==> src/rtl/clk_div_pkg.sv <==
// clk_div_pkg: shared constants for the multi-channel clock divider
package clk_div_pkg;
  localparam int P_CNT_W = 16;
  localparam int P_DEF_DIV = 10;
  localparam int P_DEF_HI = 5;
  localparam int MAX_CH = 8;
  localparam int CH_W = $clog2(MAX_CH);
endpackage

==> src/rtl/clk_div_multi_if.sv <==
// clk_div_multi_if: configuration write bus for clk_div_multi
interface clk_div_multi_if
  import clk_div_pkg::*;
#(
  parameter int CNT_W = P_CNT_W
);
  logic load;
  logic [CH_W-1:0] load_ch;
  logic [CNT_W-1:0] load_div;
  logic [CNT_W-1:0] load_hi;
  modport master (output load, load_ch, load_div, load_hi);
  modport slave (input load, load_ch, load_div, load_hi);
endinterface

==> src/rtl/clk_div_chan.sv <==
// clk_div_chan: one divider channel with pending config applied at period wrap
module clk_div_chan #(
  parameter int CNT_W = 16,
  parameter int DEF_DIV = 10,
  parameter int DEF_HI = 5
) (
  input  logic clk,
  input  logic rst,
  input  logic en_i,
  input  logic wr_i,
  input  logic [CNT_W-1:0] wr_div_i,
  input  logic [CNT_W-1:0] wr_hi_i,
  output logic clk_o,
  output logic tick_o
);
  logic [CNT_W-1:0] cnt_q, cnt_d, div_q, div_d, hi_q, hi_d, pdiv_q, pdiv_d, phi_q, phi_d;
  logic pend_q, pend_d, clk_q, clk_d, tick_q, tick_d, wrap, apply;
  // a write landing on the apply edge bypasses the pending registers
  always_comb begin
    wrap = cnt_q == div_q - CNT_W'(1);
    apply = !en_i || wrap;
    cnt_d = apply ? '0 : cnt_q + CNT_W'(1);
    clk_d = en_i && (cnt_q < hi_q);
    tick_d = en_i && (cnt_q == '0);
    div_d = !apply ? div_q : wr_i ? wr_div_i : pend_q ? pdiv_q : div_q;
    hi_d = !apply ? hi_q : wr_i ? wr_hi_i : pend_q ? phi_q : hi_q;
    pend_d = !apply && (wr_i || pend_q);
    pdiv_d = wr_i ? wr_div_i : pdiv_q;
    phi_d = wr_i ? wr_hi_i : phi_q;
  end
  always_ff @(posedge clk) begin
    if (rst) begin
      cnt_q <= '0;
      div_q <= CNT_W'(DEF_DIV);
      hi_q <= CNT_W'(DEF_HI);
      pend_q <= 1'b0;
      pdiv_q <= CNT_W'(DEF_DIV);
      phi_q <= CNT_W'(DEF_HI);
      clk_q <= 1'b0;
      tick_q <= 1'b0;
    end else begin
      cnt_q <= cnt_d;
      div_q <= div_d;
      hi_q <= hi_d;
      pend_q <= pend_d;
      pdiv_q <= pdiv_d;
      phi_q <= phi_d;
      clk_q <= clk_d;
      tick_q <= tick_d;
    end
  end
  assign clk_o = clk_q;
  assign tick_o = tick_q;
endmodule

==> src/rtl/clk_div_multi.sv <==
// clk_div_multi: N-channel programmable clock divider; top owns load decode,
// validation and the cfg_err pulse.
module clk_div_multi
  import clk_div_pkg::*;
#(
  parameter int N_CH = 2,
  parameter int CNT_W = P_CNT_W,
  parameter int DEF_DIV = P_DEF_DIV,
  parameter int DEF_HI = P_DEF_HI
) (
  input  logic I_CLK,
  input  logic rst,
  input  logic [N_CH-1:0] en,
  clk_div_multi_if.slave cfg,
  output logic [N_CH-1:0] O_CLK,
  output logic [N_CH-1:0] O_TICK,
  output logic cfg_err
);
  logic ok, err_d, err_q;
  logic [CNT_W-1:0] hi_eff;
  // out-of-range high time falls back to 50% duty rather than erroring
  always_comb begin
    ok = (32'(cfg.load_ch) < N_CH) && (cfg.load_div >= CNT_W'(2));
    hi_eff = (cfg.load_hi == '0 || cfg.load_hi >= cfg.load_div) ? cfg.load_div >> 1 : cfg.load_hi;
    err_d = cfg.load && !ok;
  end
  always_ff @(posedge I_CLK) err_q <= rst ? 1'b0 : err_d;
  assign cfg_err = err_q;
  for (genvar c = 0; c < N_CH; c++) begin : g_ch
    clk_div_chan #(
      .CNT_W(CNT_W),
      .DEF_DIV(DEF_DIV),
      .DEF_HI(DEF_HI)
    ) u_chan (
      .clk(I_CLK),
      .rst(rst),
      .en_i(en[c]),
      .wr_i(cfg.load && ok && cfg.load_ch == CH_W'(c)),
      .wr_div_i(cfg.load_div),
      .wr_hi_i(hi_eff),
      .clk_o(O_CLK[c]),
      .tick_o(O_TICK[c])
    );
  end
endmodule

==> src/flat_wrapper.sv <==
// flat-port wrapper written by rule: the top's interface ports become plain ports
module clk_div_multi_flat import clk_div_pkg::*;
#(
  parameter int N_CH = 2,
  parameter int CNT_W = P_CNT_W,
  parameter int DEF_DIV = P_DEF_DIV,
  parameter int DEF_HI = P_DEF_HI
)
  (I_CLK, rst, en, O_CLK, O_TICK, cfg_err, cfg_load, cfg_load_ch, cfg_load_div, cfg_load_hi);
  clk_div_multi_if #(.CNT_W(CNT_W)) cfg_i ();
  input  logic I_CLK;
  input  logic rst;
  input  logic [N_CH-1:0] en;
  output logic [N_CH-1:0] O_CLK;
  output logic [N_CH-1:0] O_TICK;
  output logic cfg_err;
  input wire logic [$bits(cfg_i.load)-1:0] cfg_load;
  input wire logic [$bits(cfg_i.load_ch)-1:0] cfg_load_ch;
  input wire logic [$bits(cfg_i.load_div)-1:0] cfg_load_div;
  input wire logic [$bits(cfg_i.load_hi)-1:0] cfg_load_hi;
  assign cfg_i.load = cfg_load;
  assign cfg_i.load_ch = cfg_load_ch;
  assign cfg_i.load_div = cfg_load_div;
  assign cfg_i.load_hi = cfg_load_hi;
  clk_div_multi #(.N_CH(N_CH), .CNT_W(CNT_W), .DEF_DIV(DEF_DIV), .DEF_HI(DEF_HI)) u_core (.I_CLK(I_CLK), .rst(rst), .en(en), .cfg(cfg_i), .O_CLK(O_CLK), .O_TICK(O_TICK), .cfg_err(cfg_err));
endmodule
==> config.mk <==
export PLATFORM = sky130hd
export DESIGN_NAME = clk_div_multi_flat
export DESIGN_NICKNAME = d
export VERILOG_FILES = /design/src/rtl/clk_div_pkg.sv /design/src/rtl/clk_div_multi_if.sv /design/src/rtl/clk_div_chan.sv /design/src/rtl/clk_div_multi.sv /design/src/flat_wrapper.sv
export SDC_FILE = /design/constraint.sdc
export NUM_CORES = 1
export LEC_CHECK = 0
export BUFFER_PORTS_ARGS = -buffer_cell sky130_fd_sc_hd__buf_4
export CORE_UTILIZATION = 55
export DETAILED_ROUTE_END_ITERATION = 16
export GPL_TIMING_DRIVEN = 1
export HOLD_SLACK_MARGIN = 0.1
export PLACE_DENSITY_LB_ADDON = 0.2
export SYNTH_ARGS = -nofsm -noshare
export SYNTH_HDL_FRONTEND = slang
export SYNTH_SLANG_ARGS = --single-unit
==> constraint.sdc <==
create_clock -name I_CLK -period 4.4 [get_ports I_CLK]
set_clock_uncertainty 0.1 [all_clocks]
set_input_delay 1.1 -clock I_CLK [delete_from_list [all_inputs] [get_ports I_CLK]]
set_output_delay 1.1 -clock I_CLK [all_outputs]
set_load 0.005 [all_outputs]
# Word-level counts from Yosys, hierarchy flattened
# Index checks and enable logic that the tools add are counted.
[word_totals]
reg_bits = 167
inputBits = 40
output_inout_bits = 5
word_cells = 69
[classes]
add_sub_neg = 4
order_cmp = 5
n_eq_ne = 3
n_mux = 9
n_reduce_logical = 31
[op_table]
columns = ["op", "count"]
rows = [
  ["$mux W16", 9],
  ["$logic_not A16 Y1", 3],
  ["$add A16 B1 Y16 const B", 2],
  ["$eq A16 B16 Y1", 2],
  ["$lt A16 B16 Y1", 2],
  ["$sub A16 B1 Y16 const B", 2],
  ["$ge A16 B16 Y1", 1],
  ["$ge A16 B2 Y1 const B", 1],
  ["$logic_and A1 B1 Y1", 11],
  ["$logic_not A1 Y1", 5],
  ["$logic_or A1 B1 Y1", 5],
  ["$reduce_and A2 Y1", 2],
  ["$reduce_bool A2 Y1", 2],
  ["$reduce_or A2 Y1", 2],
  ["$eq A3 B1 Y1 const B", 1],
  ["$logic_not A3 Y1", 1],
  ["$lt A3 B2 Y1 const B", 1],
]

# Depth between registers and ports, before layout
# Gate-level depths: netlist of the first run.
[logic_depth]
word_depth = 6
mapped_depth = 12
mapped_depth_nobuf = 9

# By module
# From an unflattened synthesis of the first run, not the netlist that was laid out.
[hier_totals]
hier_cells = 904
area_unflattened_um2 = 8699.6
[by_module_without_submodules]
columns = ["module", "n_inst", "cells_per_inst", "area_per_inst_um2"]
rows = [
  ["clk_div_chan", 2, 409, 3970.1],
  ["clk_div_multi", 1, 86, 759.5],
]

# Worst setup path before layout of the first run
# No wires, ideal clock.
[synth_path]
path_kind = "input to register"
from = "input cfg_load_ch[1]"
to = "register u_core.g_ch[1].u_chan.div_q[0]"
setup_ns = 0.121
arrival_ns = 3.098
required_time_ns = 4.179
path_slack_ns = 1.081
path_stages = 10
path_buffers = 3
cell_sequence = "or2_2 a41oi_1 and3_1 clkbuf_1 nor2_1 or3_1 o21a_1 buf_6 buf_6 mux2_4"
[synth_via]
elab_chain_len = 6
[synth_lines]
columns = ["element", "line_no", "text"]
rows = [
  ["from (decl)", "flat_wrapper.sv:18", "input wire logic [$bits(cfg_i.load_ch)-1:0] cfg_load_ch;"],
  ["$lt A3 B2 Y1", "clk_div_multi.sv:23", "ok = (32'(cfg.load_ch) < N_CH) && (cfg.load_div >= CNT_W'(2));"],
  ["$logic_and A1 B1 Y1", "clk_div_multi.sv:23", ""],
  ["$logic_and A1 B1 Y1", "clk_div_multi.sv:38", ".wr_i(cfg.load && ok && cfg.load_ch == CH_W'(c)),"],
  ["$logic_and A1 B1 Y1 (*)", "clk_div_multi.sv:38", ""],
  ["$reduce_bool A2 Y1 (no source line)", "-", ""],
  ["$reduce_and A2 Y1 (no source line)", "-", ""],
  ["to (signal assigned)", "clk_div_chan.sv:34", "div_q <= CNT_W'(DEF_DIV);"],
  ["to (signal assigned)", "clk_div_chan.sv:43", "div_q <= div_d;"],
  ["to (decl)", "clk_div_chan.sv:16", "logic [CNT_W-1:0] cnt_q, cnt_d, div_q, div_d, hi_q, hi_d, pdiv_q, pdiv_d, phi_q, phi_d;"],
]
# Every way passes the cells marked *; elsewhere a longest branch is shown, timed or not.
# A chain may end at the register's enable or synchronous reset.

# Worst setup path after layout of the first run
[layout_path]
from = "register u_core.g_ch[1].u_chan.div_q[0]"
to = "register u_core.g_ch[1].u_chan.hi_q[5]"
[layout_via]
elab_chain_len = 4
[layout_lines]
columns = ["element", "line_no", "text"]
rows = [
  ["$sub A16 B1 Y16", "clk_div_chan.sv:20", "wrap = cnt_q == div_q - CNT_W'(1);"],
  ["$eq A16 B16 Y1", "clk_div_chan.sv:20", ""],
  ["$logic_or A1 B1 Y1", "clk_div_chan.sv:21", "apply = !en_i || wrap;"],
  ["$reduce_and A2 Y1 (no source line)", "-", ""],
  ["to (signal assigned)", "clk_div_chan.sv:35", "hi_q <= CNT_W'(DEF_HI);"],
  ["to (signal assigned)", "clk_div_chan.sv:44", "hi_q <= hi_d;"],
  ["to (decl)", "clk_div_chan.sv:16", ""],
]
# Every way passes these cells.

==> qor.yml, run 1 <==
outcome: "completed"
p_int_mw: 2.594
synth-edff-count: 0
switching_power_uw: 783.5
cts_hold_buf: 0
syn_avg_cell_area_um2: 8.432
crit_path_end_kind: "flop"
path_depth: 10
antenna_cells: 0
fill_cells: 1413
die_w_um: 130.4
p_seq_frac: 0.458
synth-adder-area-share: 0.07171
die_h_um: 130.4
cpPeakStageDelay_ns: 0.57
cap_violations: 0
yosysMostFrequentCell: "dfxtp_1"
ys_warn_count: 0
swShare: 0.2320
dp.cells: 1285
synth_cell_types: 60
combPwrFrac: 0.073
p_per_area_nw_per_um2: 333.8
cp_num_buf_inv: 2
grt_usage: 0.2745
path_clk_slew_ns: 0.07
synthTopCellsByCount: "dfxtp_1 (167), nand2_1 (113), nor2_1 (107), inv_1 (96), clkbuf_1 (54)"
total_power_mw: 3.378
yosys.area_share.simple: 0.2227
start_kind: "flop"
cts.repair.resized: 0
cts_tree: "yes"
worstSkewPairLatency_ns: 0.43
synth_area_um2: 9072
place_ws_ns: 0.6684
dieArea_um2: 17010
coreArea_um2: 16000
vias: 7440
async_flop_share: 0
ff2ff_setup_slack_ns: 0.87
worstPathRequired_ns: 4.59
ys_seq_elements: 167
reg2reg_to: "u_core.g_ch[1].u_chan.hi_q[5]$_SDFFE_PP0P_"
dp_hpwl_um: 16140
cts.sinks: 167
path_max_fanout: 21
r2r_start: "u_core.g_ch[1].u_chan.div_q[0]$_SDFFE_PP0P_"
period_share: 0.8018
rsz0062_at_grt: "false"
crit_family: "compound AO/OA/AOI/OAI gates"
via_per_inst: 5.653
numPortBuffers: 44
finalSetupViolations: 0
drc_errors: 0
grt_max_degree: 100
fmax_mhz: 283.5
synth_top_family_by_area: "simple AND/OR/NAND/NOR gates"
grt_pass1_wl_um: 35870
drive_gt1_frac: 0.1255
whs_path_depth: 2
r2r_cells: 10
clock_power_share: 0.469
cts_buffers: 17
num_rows: 46
hold_path_end: "u_core.g_ch[1].u_chan.hi_q[6]$_SDFFE_PP0P_"
drt-initial-drc-count: 438
worst_ep_arrival_time_ns: 3.72
syn_nets: 1168
synthTopCellsByArea: "dfxtp_1 (37%), ha_1 (7.2%), nand2_1 (4.7%)"
h-tree-depth: 4
crit_type: "reg -> reg"
synth_xor_area_frac: 0.06758
drt.antenna.violating_nets: 0
grt-ovfl-total: 0
ys.flop_type: "dfxtp_1"
synth_top_area_frac: 0.3685
drv_slew: 0
irDropWorstVdd_uv: 348.5
min_period_ns: 3.528
place_congestion: 0.9287
cts-root-buf: "clkbuf_16"
postSynthCellCount: 1076
layout.cells.non_filler: 1316
worstPathCellList: "inv_1 -> ha_1 -> or4b_1 -> o41ai_1 -> o32ai_1 -> o21a_1 -> or3_1 -> o21a_2 -> buf_4 -> mux2i_1"
grt_pass1_vias: 6933
routed_wl_um: 22370
final_area_um2: 10120
io_pins: 45
p_leak_nw: 4.511
area_growth_pct: 11.54
cts_max_path_buffers: 2
fin_nets: 1180
place_area_um2: 9500
synthMuxAreaShare: 0.07985
seq_area_frac_synth: 0.3685
synth-compound-area-share: 0.1161
grt_antenna_before_repair: 0
hp-start: "u_core.g_ch[1].u_chan.hi_q[6]$_SDFFE_PP0P_"
first_pass_iters: 5
hold_violations: 0
yosysTopAreaCell: "dfxtp_1"
cts_setup_buffers: 0
slowest_stage: "or4b_1"
fin_ws_ns: 0.8723
wl_per_cell_um: 17.00
tightestPinTransition_ns: 1.034
max_slew_margin: 0.3107
hold_path_class: "reg -> reg"
start_util: 0.5670
fin_setup_tns_ns: 0
sequential cells by signal, indices dropped and copies added, names as in the netlist:
register	flops
u_core.g_ch.u_chan.hi_q	32
u_core.g_ch.u_chan.pend_q	2
u_core.cfg_err	1
u_core.g_ch.u_chan.div_q	32
u_core.g_ch.u_chan.cnt_q	32
u_core.g_ch.u_chan.clk_o	2
u_core.g_ch.u_chan.pdiv_q	32
u_core.g_ch.u_chan.tick_o	2
u_core.g_ch.u_chan.phi_q	32
per-stage QoR:
stage / hold slack (ns) / util
after global placement: 0.3429 / 0.5938
after floorplan: 0.3288 / -
after global routing: 0.3772 / 0.6325
final: 0.3603 / 0.6325
after detailed placement: 0.3546 / 0.5938
after CTS: 0.3642 / 0.6325
area by class of cell:
cell class | instances | area [um2] | share of cell area
multi-input cells | 746 | 5067 | 0.5007
flip-flops and latches | 167 | 3343 | 0.3304
repair buffers | 59 | 455.4 | 0.04500
clock buffers | 19 | 442.9 | 0.04377
inverters | 97 | 364.1 | 0.03598
well taps | 216 | 270.3 | 0.02671
clock inverters | 12 | 176.4 | 0.01743
cell families after synthesis:
group                      count (synthesis)
adders and majority gates                 52
xor gates and xnor gates                  70
DFF                                      167
muxes                                     62
and+or+nand+nor                          404
AOI/OAI and AO/OA                        158
buffers and inverters                    163
worst min-delay path, stage by stage, from the launching register on:
cell and delay, ns:
dfxtp_1 0.31, nand2_1 0.05, mux2i_1 0.05
worst max-delay path by stage:
| stage | startpoint | to |
|---|---|---|
| 3_3_place_gp | cfg_load_div[7] | u_core.g_ch[1].u_chan.hi_q[10]$_SDFFE_PP0P_ |
| 6_report | u_core.g_ch[1].u_chan.div_q[0]$_SDFFE_PP0P_ | u_core.g_ch[1].u_chan.hi_q[5]$_SDFFE_PP0P_ |
| 5_1_grt | u_core.g_ch[1].u_chan.div_q[0]$_SDFFE_PP0P_ | u_core.g_ch[1].u_chan.hi_q[10]$_SDFFE_PP0P_ |
| 3_5_place_dp | cfg_load_div[7] | u_core.g_ch[1].u_chan.hi_q[10]$_SDFFE_PP0P_ |
| 2_1_floorplan | cfg_load_ch[1] | u_core.g_ch[1].u_chan.div_q[0]$_SDFFE_PP0P_ |
| 4_1_cts | u_core.g_ch[1].u_chan.div_q[0]$_SDFFE_PP0P_ | u_core.g_ch[1].u_chan.hi_q[5]$_SDFFE_PP0P_ |
power groups by stage:
stage / clock, mW / sequential, mW / combinational (mW)
floorplan: 0 / 1.58 / 0.154
global placement: 0 / 1.58 / 0.239
detailed placement: 0 / 1.58 / 0.241
CTS: 1.60 / 1.55 / 0.243
global route: 1.66 / 1.55 / 0.272
finish: 1.59 / 1.55 / 0.245
cells in the final DEF (no fill, tap or decap), types with 7 or more instances in the layout:
cell,n
o31ai_1,29
a31oi_1,15
nor2b_1,29
nand4_1,18
nand3_1,26
nor2_1,107
a21oi_1,51
nor4_1,23
and3_1,25
mux2_2,19
o21ai_0,12
buf_4,58
mux2i_1,27
a21o_1,11
ha_1,52
nand2_1,113
xor2_1,24
xnor2_1,46
nand2b_1,10
or2_2,7
clkbuf_16,17
inv_1,96
dfxtp_1,167
mux2_4,16
nor3_1,12
and4_1,14
o211ai_1,8
layer usage:
metal	GRT usage	wire length [um]	up-vias
met5	0	0	-
met4	0.1447	918	0
met3	0.04560	898	49
met2	0.4653	10720	201
met1	0.3353	9833	3468
li1	-	-	3722
Note: power is estimated with default switching activity, not from simulation.
==> run 2, diff against run 1 <==
clock period = 3.1 ns   (was 4.4 ns; I/O delays follow)
==> run 2 against run 1 <==
Global-route usage rose by 0.28 points. Worst setup slack got worse by 0.74 ns. Register-to-register slack got worse by 0.74 ns. Combinational power rose by 58%. Via count fell by 0.20%. Clock power rose by 32%. Non-clock buffer count rose by 38.
==> qor.yml, run 2 (synthesis gave the netlist of run 1 again) <==
grt_antenna_before_repair: 0  # unchanged
cts-root-buf: "clkbuf_16"  # unchanged
fmax_mhz: 336.7  # was 283.5 MHz
grt-ovfl-total: 0  # unchanged
drt.antenna.violating_nets: 0  # unchanged
drt-initial-drc-count: 400  # was 438
min_period_ns: 2.970  # was 3.528 ns
grt_pass1_wl_um: 36200  # was 35870 um
worstSkewPairLatency_ns: 0.42  # was 0.43 ns
cts_hold_buf: 0  # unchanged
grt_pass1_vias: 7044  # was 6933
cts_tree: "yes"  # unchanged
slowest_stage: "or4_4"  # was or4b_1
wl_per_cell_um: 16.93  # was 17.00 um
first_pass_iters: 5  # unchanged
drc_errors: 0  # unchanged
period_share: 0.9582  # was 0.8018
crit_family: "simple AND/OR/NAND/NOR gates"  # was compound AO/OA/AOI/OAI gates
drv_slew: 0  # unchanged
final_common_cell: "dfxtp_1"  # unchanged
fin_nets: 1218  # was 1180
h-tree-depth: 4  # unchanged
via_per_inst: 5.492  # was 5.653
ff2ff_setup_slack_ns: 0.13  # was 0.87 ns
crit_type: "reg -> reg"  # unchanged
grt_usage: 0.2773  # was 0.2745
cpPeakStageDelay_ns: 0.60  # was 0.57 ns
max_slew_margin: 0.5729  # was 0.3107
fin_ws_ns: 0.1297  # was 0.8723 ns
numPortBuffers: 44  # unchanged
worst_ep_arrival_time_ns: 3.18  # was 3.72 ns
final_cell_mix: "dfxtp_1 (167), nand2_1 (113), nor2_1 (107)"  # unchanged
grt_max_degree: 99  # was 100
crit_top_cell: "or4_4"
die_h_um: 130.4  # unchanged
irDropWorstVdd_uv: 389.0  # was 348.5 uV
cts_buffers: 17  # unchanged
routed_wl_um: 22890  # was 22370 um
worstPathCellList: "or4_4 -> nor4b_4 -> xnor2_1 -> o2111a_1 -> or4_4 -> o21a_2 -> buf_12 -> mux2_4"  # was inv_1 -> ha_1 -> or4b_1 -> o41ai_1 -> o32ai_1 -> o21a_1 -> or3_1 -> o21a_2 -> buf_4 -> mux2i_1
path_max_fanout: 16  # was 21
hold_path_class: "reg -> reg"  # unchanged
finalSetupViolations: 0  # unchanged
ff_latch_area_um2: 3343  # unchanged
antenna_cells: 0  # unchanged
worstPathRequired_ns: 3.31  # was 4.59 ns
dp.cells: 1323  # was 1285
cts_max_path_buffers: 2  # unchanged
vias: 7425  # was 7440
place_ws_ns: -0.07509  # was 0.6684 ns
coreArea_um2: 16000  # unchanged
hold_slack_ns: 0.3595  # was 0.3603 ns
path_clk_slew_ns: 0.06  # was 0.07 ns
drive_gt1_frac: 0.1585  # was 0.1255
start_kind: "flop"  # unchanged
cap_violations: 0  # unchanged
fin_setup_tns_ns: 0  # unchanged
fin_util: 0.6552  # was 0.6325
start_util: 0.5670  # unchanged
cp_num_buf_inv: 1  # was 2
place_congestion: 0.8867  # was 0.9287
die_w_um: 130.4  # unchanged
fill_cells: 1425  # was 1413
layout.cells.non_filler: 1352  # was 1316
io_pins: 45  # unchanged
outcome: "completed"  # unchanged
tightestPinTransition_ns: 0.6348  # was 1.034 ns
crit_path_end_kind: "flop"  # unchanged
multi_input_area_um2: 5112  # was 5067 um2
dieArea_um2: 17010  # unchanged
cts.sinks: 167  # unchanged
area_growth_pct: 15.56  # was 11.54%
dp_hpwl_um: 16860  # was 16140 um
p_leak_nw: 4.732  # was 4.511 nW
p_per_area_nw_per_um2: 446.3  # was 333.8 nW/um2
cts_setup_buffers: 0  # unchanged
num_rows: 46  # unchanged
hold_violations: 0  # unchanged
[run 2: changes by cell type in the layout (fill, tap and decap cells not counted), sizes merged]
cell and change:
buf +38, bufinv -1, inv -1, clkinv +1, clkinvlp -1
[run 2: area by class of cell]
type	count	share of cell area
Clock buffer	19	0.04225
Clock inverter	10	0.01253
Inverter	97	0.03473
Multi-Input combinational cell	746	0.4876
Sequential cell	167	0.3189
Tap cell	216	0.02578
Timing Repair Buffer	97	0.07817
[run 2: metal layers]
layer,GRT usage,vias up,routed length (um)
li1,-,3782,-
met5,0,-,0
met1,0.3483,3454,10430
met2,0.4731,148,11040
met4,0.1197,0,724
met3,0.04275,41,700
[run 2: path summary, 6_finish.rpt]
kind | cells past startpoint | end | startpoint
worst max-delay path | 8 | u_core.g_ch[1].u_chan.div_q[10]$_SDFFE_PP0P_ | u_core.g_ch[1].u_chan.div_q[5]$_SDFFE_PP0P_
worst min-delay path | 2 | u_core.g_ch[1].u_chan.hi_q[9]$_SDFFE_PP0P_ | u_core.g_ch[1].u_chan.hi_q[9]$_SDFFE_PP0P_
worst max register to register | 8 | u_core.g_ch[1].u_chan.div_q[10]$_SDFFE_PP0P_ | u_core.g_ch[1].u_chan.div_q[5]$_SDFFE_PP0P_
worst min register to register | 2 | u_core.g_ch[1].u_chan.hi_q[9]$_SDFFE_PP0P_ | u_core.g_ch[1].u_chan.hi_q[9]$_SDFFE_PP0P_
[run 2: repair_timing]
item | 4_1_cts | 5_1_grt
endpoints found under the setup margin | 0 | 54
resized for setup | 0 | 7
hold endpoints to repair | 0 | 0
[run 2: through the flow]
step                total power, mW  area, um2
finish                        4.679      10480
global route                  4.833      10480
CTS                           4.699      10440
detailed placement            2.622       9867
global placement              2.623       9867
floorplan                     2.456       9079
[run 2: where the power goes]
group | switching (mW) | internal (mW) | leakage [nW]
Sequential | 0.0155 | 2.18 | 1.35
Combinational | 0.227 | 0.160 | 3.10
Clock | 0.828 | 1.27 | 0.284
Total | 1.07 | 3.61 | 4.73
[run 2: worst register-to-register path, stage by stage, from the launching register on]
cell and delay (ns):
dfxtp_1 0.31, or4_4 0.60, nor4b_4 0.24, xnor2_1 0.10, o2111a_1 0.23, or4_4 0.54, o21a_2 0.27, buf_12 0.17
mux2_4 0.30
==> run 3, diff against run 2 <==
--- a/config.mk
+++ b/config.mk
@@ -6,4 +6,5 @@
 export NUM_CORES = 1
 export LEC_CHECK = 0
+export ABC_AREA = 1
 export BUFFER_PORTS_ARGS = -buffer_cell sky130_fd_sc_hd__buf_4
 export CORE_UTILIZATION = 55
--- a/constraint.sdc
+++ b/constraint.sdc
@@ -3,3 +3,3 @@
 set_input_delay 0.775 -clock I_CLK [delete_from_list [all_inputs] [get_ports I_CLK]]
 set_output_delay 0.775 -clock I_CLK [all_outputs]
-set_load 0.005 [all_outputs]
+set_load 0.02 [all_outputs]
==> run 3 against run 2 <==
Design area about the same. Sequential share of layout area barely moved. Critical path depth rose by 8. Power increased by 5.4%.
==> qor.yml, run 3 <==
syn_avg_cell_area_um2: 6.805  # was 8.432 um2
period_share: 0.8766  # was 0.9582
fmax_mhz: 368.0  # was 336.7 MHz
rsz0062_at_grt: "false"
grt_pass1_wl_um: 39710  # was 36200 um
worstPathRequired_ns: 3.33  # was 3.31 ns
die_h_um: 132.1  # was 130.4 um
cts-root-buf: "clkbuf_16"  # unchanged
final_area_um2: 10490  # was 10480 um2
routed_wl_um: 24020  # was 22890 um
yosysMostFrequentCell: "nand2_1"  # was dfxtp_1
ys_seq_elements: 167  # unchanged
final_common_cell: "nand2_1"  # was dfxtp_1
path_max_fanout: 17  # was 16
cts_max_path_buffers: 2  # unchanged
fin_ws_ns: 0.3825  # was 0.1297 ns
max_slew_margin: 0.6263  # was 0.5729
fin_nets: 1490  # was 1218
drt.antenna.violating_nets: 0  # unchanged
grt-ovfl-total: 0  # unchanged
first_pass_iters: 5  # unchanged
async_flop_share: 0  # unchanged
tightestPinTransition_ns: 0.5592  # was 0.6348 ns
wl_per_cell_um: 14.73  # was 16.93 um
grtUsageMet3: 0.05229  # was 0.04275
ys_warn_count: 0  # unchanged
grt_max_degree: 63  # was 99
synthTopCellsByArea: "dfxtp_1 (36%), nand2_1 (13%), nand3_1 (8.5%)"  # was dfxtp_1 (37%), ha_1 (7.2%), nand2_1 (4.7%)
drc_errors: 0  # unchanged
outcome: "completed"  # unchanged
synthTopCellsByCount: "nand2_1 (310), nor2_1 (206), dfxtp_1 (167), nand3_1 (159), inv_1 (111)"  # was dfxtp_1 (167), nand2_1 (113), nor2_1 (107), inv_1 (96), clkbuf_1 (54)
numPortBuffers: 44  # unchanged
grt_use_met1: 0.4158  # was 0.3483
area_growth_pct: 12.72  # was 15.56%
worst_ep_arrival_time_ns: 2.94  # was 3.18 ns
dieArea_um2: 17450  # was 17010 um2
dp_hpwl_um: 17940  # was 16860 um
worstSkewPairLatency_ns: 0.44  # was 0.42 ns
fin_util: 0.6350  # was 0.6552
yosysTopAreaCell: "dfxtp_1"  # unchanged
synth_cell_types: 40  # was 60
cts_tree: "yes"  # unchanged
syn_nets: 1460  # was 1168
p_per_area_nw_per_um2: 469.8  # was 446.3 nW/um2
path_clk_slew_ns: 0.07  # was 0.06 ns
cts_buffers: 17  # unchanged
antenna_cells: 0  # unchanged
irDropWorstVdd_uv: 395.6  # was 389.0 uV
cap_violations: 0  # unchanged
postSynthCellCount: 1368  # was 1076
grt_pass1_vias: 7946  # was 7044
die_w_um: 132.1  # was 130.4 um
io_pins: 45  # unchanged
ys.flop_type: "dfxtp_1"  # unchanged
grt_util_met2: 0.4209  # was 0.4731
crit_type: "reg -> reg"  # unchanged
coreArea_um2: 16520  # was 16000 um2
p_leak_nw: 4.644  # was 4.732 nW
hold_path_class: "reg -> reg"  # unchanged
total_power_mw: 4.929  # was 4.679 mW
cts.sinks: 167  # unchanged
final_cell_mix: "nand2_1 (308), nor2_1 (206), dfxtp_1 (167)"  # was dfxtp_1 (167), nand2_1 (113), nor2_1 (107)
seq_area_frac_synth: 0.3591  # was 0.3685
synth-edff-count: 0  # unchanged
hold_violations: 0  # unchanged
grt-busiest-layer: "met2"  # unchanged
place_ws_ns: 0.2287  # was -0.07509 ns
drt-initial-drc-count: 751  # was 400
drive_gt1_frac: 0.1148  # was 0.1585
start_kind: "flop"  # unchanged
cts.repair.resized: 0  # unchanged
min_period_ns: 2.717  # was 2.970 ns
drv_slew: 0  # unchanged
start_util: 0.5633  # was 0.5670
finalSetupViolations: 0  # unchanged
cts_hold_buf: 0  # unchanged
place_congestion: 0.9893  # was 0.8867
crit_path_end_kind: "flop"  # unchanged
synth_area_um2: 9309  # was 9072 um2
grt_antenna_before_repair: 0  # unchanged
via_per_inst: 5.396  # was 5.492
cts_setup_buffers: 0  # unchanged
synth_top_area_frac: 0.3591  # was 0.3685
fin_setup_tns_ns: 0  # unchanged
h-tree-depth: 4  # unchanged
grt_usage: 0.2854  # was 0.2773
vias: 8801  # was 7425
num_rows: 47  # was 46
place_area_um2: 9918  # was 9867 um2
## run 3: power breakdown
| part | internal, mW | total, mW | switching [mW] | leakage (nW) |
|---|---|---|---|---|
| logic | 0.228 | 0.602 | 0.374 | 3.00 |
| registers | 2.21 | 2.24 | 0.0368 | 1.36 |
| clock network | 1.08 | 2.08 | 1.00 | 0.285 |
## run 3: through the flow
| step | hold WS [ns] | std cells |
|---|---|---|
| after floorplan | 0.3289 | 1368 |
| after global placement | 0.3485 | 1599 |
| after detailed placement | 0.3511 | 1599 |
| after CTS | 0.3676 | 1631 |
| after global routing | 0.3853 | 1631 |
| final | 0.3648 | 1631 |
## run 3: layout make-up
class	count	area (um2)
timing repair buffer	70	638.1
clock inverter	14	145.1
clock buffer	18	429.2
inverter	126	473.0
multi-input combinational	1016	5189
tap	220	275.3
sequential	167	3343
fill	1572	6032
## run 3: cells by family (layout without fill, tap and decap cells)
group / Yosys count / count (layout) / synth area share
buffers and inverters: 185 / 228 / 0.08454
AO/OA/AOI/OAI: 150 / 150 / 0.08414
flip-flops: 167 / 167 / 0.3591
XOR/XNOR: 37 / 37 / 0.03481
AND/OR/NAND/NOR: 777 / 777 / 0.3675
adder cells (fa/ha/maj): 52 / 52 / 0.06989
## run 3: worst paths after layout
check	startpoint	to	slack (ns)	depth (start not counted)
setup / recovery	u_core.g_ch[0].u_chan.div_q[0]$_SDFFE_PP0P_	u_core.g_ch[0].u_chan.div_q[9]$_SDFFE_PP0P_	0.38	16
hold / removal	u_core.g_ch[0].u_chan.hi_q[2]$_SDFFE_PP1P_	u_core.g_ch[0].u_chan.hi_q[2]$_SDFFE_PP1P_	0.36	2
setup reg to reg	u_core.g_ch[0].u_chan.div_q[0]$_SDFFE_PP0P_	u_core.g_ch[0].u_chan.div_q[9]$_SDFFE_PP0P_	0.38	16
hold reg to reg	u_core.g_ch[0].u_chan.hi_q[2]$_SDFFE_PP1P_	u_core.g_ch[0].u_chan.hi_q[2]$_SDFFE_PP1P_	0.36	2
## run 3: critical path, stage by stage (launching register included)
cell	delay [ns]
dfxtp_1	0.33
inv_1	0.16
ha_1	0.36
nand2_2	0.18
nor2_4	0.17
nand2_1	0.06
nand2_1	0.05
nand2_1	0.05
nor2_1	0.09
nand2_1	0.05
nor2_1	0.12
nand3_2	0.12
nand2_2	0.32
buf_12	0.20
nand3_1	0.09
nand2_1	0.09
nor2_1	0.04
## run 3: per-layer routing
| layer | vias up | routed length (um) |
|---|---|---|
| li1 | 4482 | - |
| met1 | 4038 | 11930 |
| met2 | 247 | 10200 |
| met3 | 34 | 1418 |
| met4 | 0 | 473 |
| met5 | - | 0 |
